==> config.mk <==
export PLATFORM = sky130hd
export DESIGN_NAME = branch_resolver
export DESIGN_NICKNAME = d
export VERILOG_FILES = /design/src/rtl/bp_pkg.sv /design/src/rtl/bp_pending_fifo.sv /design/src/rtl/branch_resolver.sv
export SDC_FILE = /design/constraint.sdc
export NUM_CORES = 1
export LEC_CHECK = 0
export BUFFER_PORTS_ARGS = -buffer_cell sky130_fd_sc_hd__buf_4
export CORE_MARGIN = 1
export CORE_UTILIZATION = 58
export CTS_BUF_LIST = sky130_fd_sc_hd__clkbuf_16
export CTS_CLUSTER_DIAMETER = 50
export DETAILED_ROUTE_END_ITERATION = 10
export PLACE_DENSITY = 0.9
export SLEW_MARGIN = 20
export SYNTH_ARGS = -nofsm -noshare
export SYNTH_HDL_FRONTEND = slang
export SYNTH_SLANG_ARGS = --single-unit
==> constraint.sdc <==
create_clock -name clk -period 4.72 [get_ports clk]
set_input_delay 0.708 -clock clk [delete_from_list [all_inputs] [get_ports clk]]
set_output_delay 0.708 -clock clk [all_outputs]
set_load 0.05 [all_outputs]
==> src/rtl/bp_pkg.sv <==
// Shared types and defaults for the branch resolver and its pending-prediction queue.
// Nothing here is registered; it only fixes widths and entry layout.
package bp_pkg;

  localparam int BP_DEPTH = 4;
  localparam int BP_CNT_W = 16;
  localparam int BP_PTR_W = $clog2(BP_DEPTH);

  // One queued prediction; room to add a tag or PC field later.
  typedef struct packed {
    logic taken;
  } bp_entry_t;

endpackage

==> src/rtl/bp_pending_fifo.sv <==
// In-order DEPTH-entry queue of captured predictions; write/pop take effect at the clock edge.
// The caller never writes when full and never pops when empty; flush empties it in one cycle.
import bp_pkg::*;

module bp_pending_fifo #(
  parameter int DEPTH = BP_DEPTH,
  localparam int PTR_W = $clog2(DEPTH),
  localparam int OCC_W = PTR_W + 1
) (
  input  logic             clk,
  input  logic             rst,
  input  logic             flush,
  input  logic             wr,
  input  bp_entry_t        wr_data,
  input  logic             rd,
  output bp_entry_t        rd_data,
  output logic [OCC_W-1:0] count,
  output logic             empty
);

  bp_entry_t        mem [DEPTH];
  logic [PTR_W-1:0] wr_ptr;
  logic [PTR_W-1:0] rd_ptr;

  // Pointers wrap on their own; the occupancy count separates full from empty.
  always_ff @(posedge clk or posedge rst) begin
    if (rst) begin
      wr_ptr <= '0;
      rd_ptr <= '0;
      count  <= '0;
    end else if (flush) begin
      wr_ptr <= '0;
      rd_ptr <= '0;
      count  <= '0;
    end else begin
      if (wr) wr_ptr <= wr_ptr + PTR_W'(1);
      if (rd) rd_ptr <= rd_ptr + PTR_W'(1);
      case ({wr, rd})
        2'b10:   count <= count + OCC_W'(1);
        2'b01:   count <= count - OCC_W'(1);
        default: count <= count;
      endcase
    end
  end

  always_ff @(posedge clk) begin
    if (wr) mem[wr_ptr] <= wr_data;
  end

  assign rd_data = mem[rd_ptr];
  assign empty   = (count == '0);

endmodule

==> src/rtl/branch_resolver.sv <==
// Issues predictor requests for fetched branches and resolves them in order; fetch to pred_valid is 3 cycles.
// fetch_ready drops once in-flight plus queued branches reach DEPTH or during flush; resolve_ready needs a captured entry.
import bp_pkg::*;

module branch_resolver #(
  parameter int DEPTH = BP_DEPTH,
  parameter int CNT_W = BP_CNT_W,
  localparam int PEND_W = $clog2(DEPTH) + 1
) (
  input  logic              clk,
  input  logic              rst,
  input  logic              fetch_valid,
  output logic              fetch_ready,
  output logic              request,
  input  logic              prediction,
  output logic              pred_valid,
  output logic              pred_taken,
  input  logic              resolve_valid,
  input  logic              resolve_taken,
  output logic              resolve_ready,
  input  logic              flush,
  output logic              result,
  output logic              taken,
  output logic              mispredict,
  output logic [PEND_W-1:0] pending,
  output logic [CNT_W-1:0]  resolve_count,
  output logic [CNT_W-1:0]  mispredict_count
);

  logic              req_d;
  logic              fetch_acc;
  logic              res_acc;
  logic              capture;
  bp_entry_t         head;
  bp_entry_t         new_entry;
  logic [PEND_W-1:0] q_count;
  logic              q_empty;

  // Requests still travelling through the predictor count against capacity,
  // so a capture can never find the queue full.
  assign pending       = q_count + PEND_W'(request) + PEND_W'(req_d);
  assign fetch_ready   = (pending < PEND_W'(DEPTH)) && !flush;
  assign fetch_acc     = fetch_valid && fetch_ready;
  assign resolve_ready = !q_empty;
  assign res_acc       = resolve_valid && resolve_ready;
  assign capture       = req_d && !flush;
  assign new_entry     = '{taken: prediction};

  bp_pending_fifo #(
    .DEPTH (DEPTH)
  ) u_fifo (
    .clk     (clk),
    .rst     (rst),
    .flush   (flush),
    .wr      (capture),
    .wr_data (new_entry),
    .rd      (res_acc),
    .rd_data (head),
    .count   (q_count),
    .empty   (q_empty)
  );

  always_ff @(posedge clk or posedge rst) begin
    if (rst) begin
      request          <= 1'b0;
      req_d            <= 1'b0;
      pred_valid       <= 1'b0;
      pred_taken       <= 1'b0;
      result           <= 1'b0;
      taken            <= 1'b0;
      mispredict       <= 1'b0;
      resolve_count    <= '0;
      mispredict_count <= '0;
    end else begin
      request    <= fetch_acc;
      // A request already on the wire still reaches the predictor, but a flush
      // forgets it here so its answer is dropped.
      req_d      <= request && !flush;
      pred_valid <= capture;
      pred_taken <= capture && prediction;

      result     <= res_acc;
      taken      <= res_acc && resolve_taken;
      mispredict <= res_acc && (head.taken != resolve_taken);

      if (res_acc && (resolve_count != '1))
        resolve_count <= resolve_count + CNT_W'(1);
      if (res_acc && (head.taken != resolve_taken) && (mispredict_count != '1))
        mispredict_count <= mispredict_count + CNT_W'(1);
    end
  end

endmodule

==> metrics <==
outcome=finished clean; final core utilization=74.4%; post-synthesis async set-or-reset flop share=between 90% and 100%; Setup Skew=7.43 ps; Syn Inst Count=about 220; vias per cell=~5.5; CTS Sinks=50; wire per inst=around 15 um; syn_area_per_cell=~11 um2; vias in the first global route=approximately 1,800; GR Overflow Total=0; Achievable Freq=around 380 MHz; CTS Hold Bufs=0; Port Buf Inserts=slightly below 50; initial antenna violation count=0; CTS tree=yes; Synth top area share=46.8%; core footprint=~0.0040 mm2; Overall Global Routing Usage=~23%; WP data required=about 4000 ps; # DRC=0; Max Cap Viol=0; 1st-iter DRT viols=107; total CTS buffers=5; clock tree buffer depth=2; Max H-tree Level=2; Worst-path clk slew=about 60 ps; first-pass GRT wire length=~7700 um; Pint=0.897 mW; routed wire length=around 4700 um; Initial Util=between 60 and 70%; Cell Pwr Density=516 mW/mm2; Ys Warns=0; cts repair resizes=0; top post-synthesis cells by area=dfrtp_1 47%, xnor2_1 8.2%, edfxtp_1 4.9%; CTS Root Buffer Type=clkbuf_16; Clock Power Share=about 23%; HP Class=register to register; Final Hold Fails=0; HPWL after detailed placement=3300 um; crit path capture type=primary output; RSZ-0062 raised after global routing=no; via count=about 1,800; FF+latch count, synth=50; Post-synth top flop=dfrtp_1; Post-synth EDFFs=4; drt first pass iters=4; share of cells above drive strength 1=between 20% and 30%; WS Path Type=register to primary output; gp weighted congestion=~0.75; clock latency on the worst-skew pair=between 200 and 300 ps; postcts setup bufs=0; worst vdd ir=between 400 and 500 uV; logic gate share of total power=39.1%; # nets final=about 280; Inserted Diodes=0; TNS Setup=0 ps; Sw Share=42.0%; final count of pins violating max slew=0; Worst Tran Pin Value=930 ps; area grow syn2layout=21.8%; Net Sw Power=around 0.65 mW; synth unique cells=39; max_slew headroom=37.9%; Fillers=between 200 and 300; final setup vio count=0; CP arrival=between 1500 and 2000 ps; post-synthesis net count=about 230; Flop pwr share=a little under two fifths; CP startpoint kind=register; Final ANT Viol Nets=0; number of top-level pins=50; Final period util=between 50% and 60%; Mapped Area=approximately 0.0025 mm2; post-synthesis sequential area ratio=slightly above 50%; largest net degree at the start of global routing=47; top cell type by total area after synthesis=dfrtp_1; die width=~67 um; Rows=23; die area=~0.0045 mm2; clock period minus worst slack=2650 ps; leakage power total=roughly 1.5 nW; Die Y=67.1 um; crit-path max FO=5
Yosys cell counts (3+ instances only):
master and count:
and2_1 9, and3_1 6, and4_1 4, clkbuf_1 3, dfrtp_1 46, edfxtp_1 4, ha_1 7, inv_1 10
mux2i_1 6, nand2_1 15, nand3_1 14, nand4_1 9, nor2_1 19, xnor2_1 23, xor2_1 10
critical path: stages, from the launching register on:
cell and delay (ps):
dfrtp_1 480, inv_1 130, fa_1 390, inv_1 60
ha_1 140, xor2_1 180, nor2_1 80, buf_4 190
area by class of cell:
type / instances / area (um2) / area share, %
Multi-Input combinational cell: 150 / 1110 / 36.9
Tap cell: 50 / 62.6 / 2.09
Sequential cell: 50 / 1270 / 42.4
Clock inverter: 3 / 22.5 / 0.751
Inverter: 11 / 41.3 / 1.38
Clock buffer: 5 / 125 / 4.17
Timing Repair Buffer: 49 / 368 / 12.3
routing by layer:
metal	up-vias	global-route usage, %	part of all wire, %
li1	843	-	-
met1	866	27.6	44
met2	44	38.9	50
met3	6	6.59	4.8
met4	0	7.45	1.1
met5	-	0	0
cell usage in the layout (no fill, tap or decap), drive strengths merged:
cell type	count
buf	49
dfrtp	46
xnor2	24
nor2	19
nand2	15
nand3	14
inv	13
xor2	10
and2	9
nand4	9
and3	8
ha	7
mux2i	6
and4	6
clkbuf	5
edfxtp	4
a31oi	3
a21oi	2
mux2	2
o21ai	2
fa	2
a41oi	2
o31ai	1
nor4	1
a41o	1
nor3	1
nand2b	1
nor2b	1
nand4b	1
nor3b	1
or3	1
nor4b	1
clkinvlp	1
stage by stage:
stage | std cells | cell area [um2] | setup WS, ps | total power, mW | hold WS, ps
finish | 318 | 3000 | 2070 | 1.55 | 486
global placement | 310 | 2850 | 2420 | 1.17 | 477
global route | 318 | 3000 | 1940 | 1.62 | 509
floorplan | 217 | 2460 | 1370 | 1.03 | 538
CTS | 318 | 3000 | 2060 | 1.56 | 492
detailed placement | 310 | 2850 | 2370 | 1.19 | 483
sequential cells by signal, summed over array words and instances, names as in the netlist:
| signal | cells |
|---|---|
| mispredict_count | 16 |
| resolve_count | 16 |
| u_fifo.mem | 4 |
| u_fifo.count | 3 |
| u_fifo.rd_ptr | 2 |
| u_fifo.wr_ptr | 2 |
| mispredict | 1 |
| pred_taken | 1 |
| pred_valid | 1 |
| req_d | 1 |
| request | 1 |
| result | 1 |
| taken | 1 |
path summary, 6_finish.rpt:
check	startpoint	to	slack, ps	depth (start not counted)
setup reg to reg	mispredict_count[0]$_DFFE_PP0P_	mispredict_count[10]$_DFFE_PP0P_	2580	6
hold / removal	mispredict_count[15]$_DFFE_PP0P_	mispredict_count[15]$_DFFE_PP0P_	490	1
max in group asynchronous	rst	u_fifo.rd_ptr[1]$_DFFE_PP0P_	3500	2
min in group asynchronous	rst	resolve_count[10]$_DFFE_PP0P_	630	2
setup / recovery	req_d$_DFF_PP0_	fetch_ready	2070	7
hold reg to reg	mispredict_count[15]$_DFFE_PP0P_	mispredict_count[15]$_DFFE_PP0P_	490	1
cells by family after synthesis:
family	share of synthesized area [%]
mux	3.66
fa+ha+maj	5.19
buf+inv	3.36
compound gates	4.12
flops	51.7
xor+xnor	12.4
simple gates	19.6
power groups by stage:
| stage | combinational (mW) | sequential [mW] | clock, mW |
|---|---|---|---|
| finish | 0.605 | 0.584 | 0.359 |
| global route | 0.643 | 0.596 | 0.383 |
| CTS | 0.609 | 0.584 | 0.369 |
| detailed placement | 0.601 | 0.590 | 0 |
| global placement | 0.586 | 0.587 | 0 |
| floorplan | 0.303 | 0.722 | 0 |
Note: power is estimated with default switching activity, not from simulation.
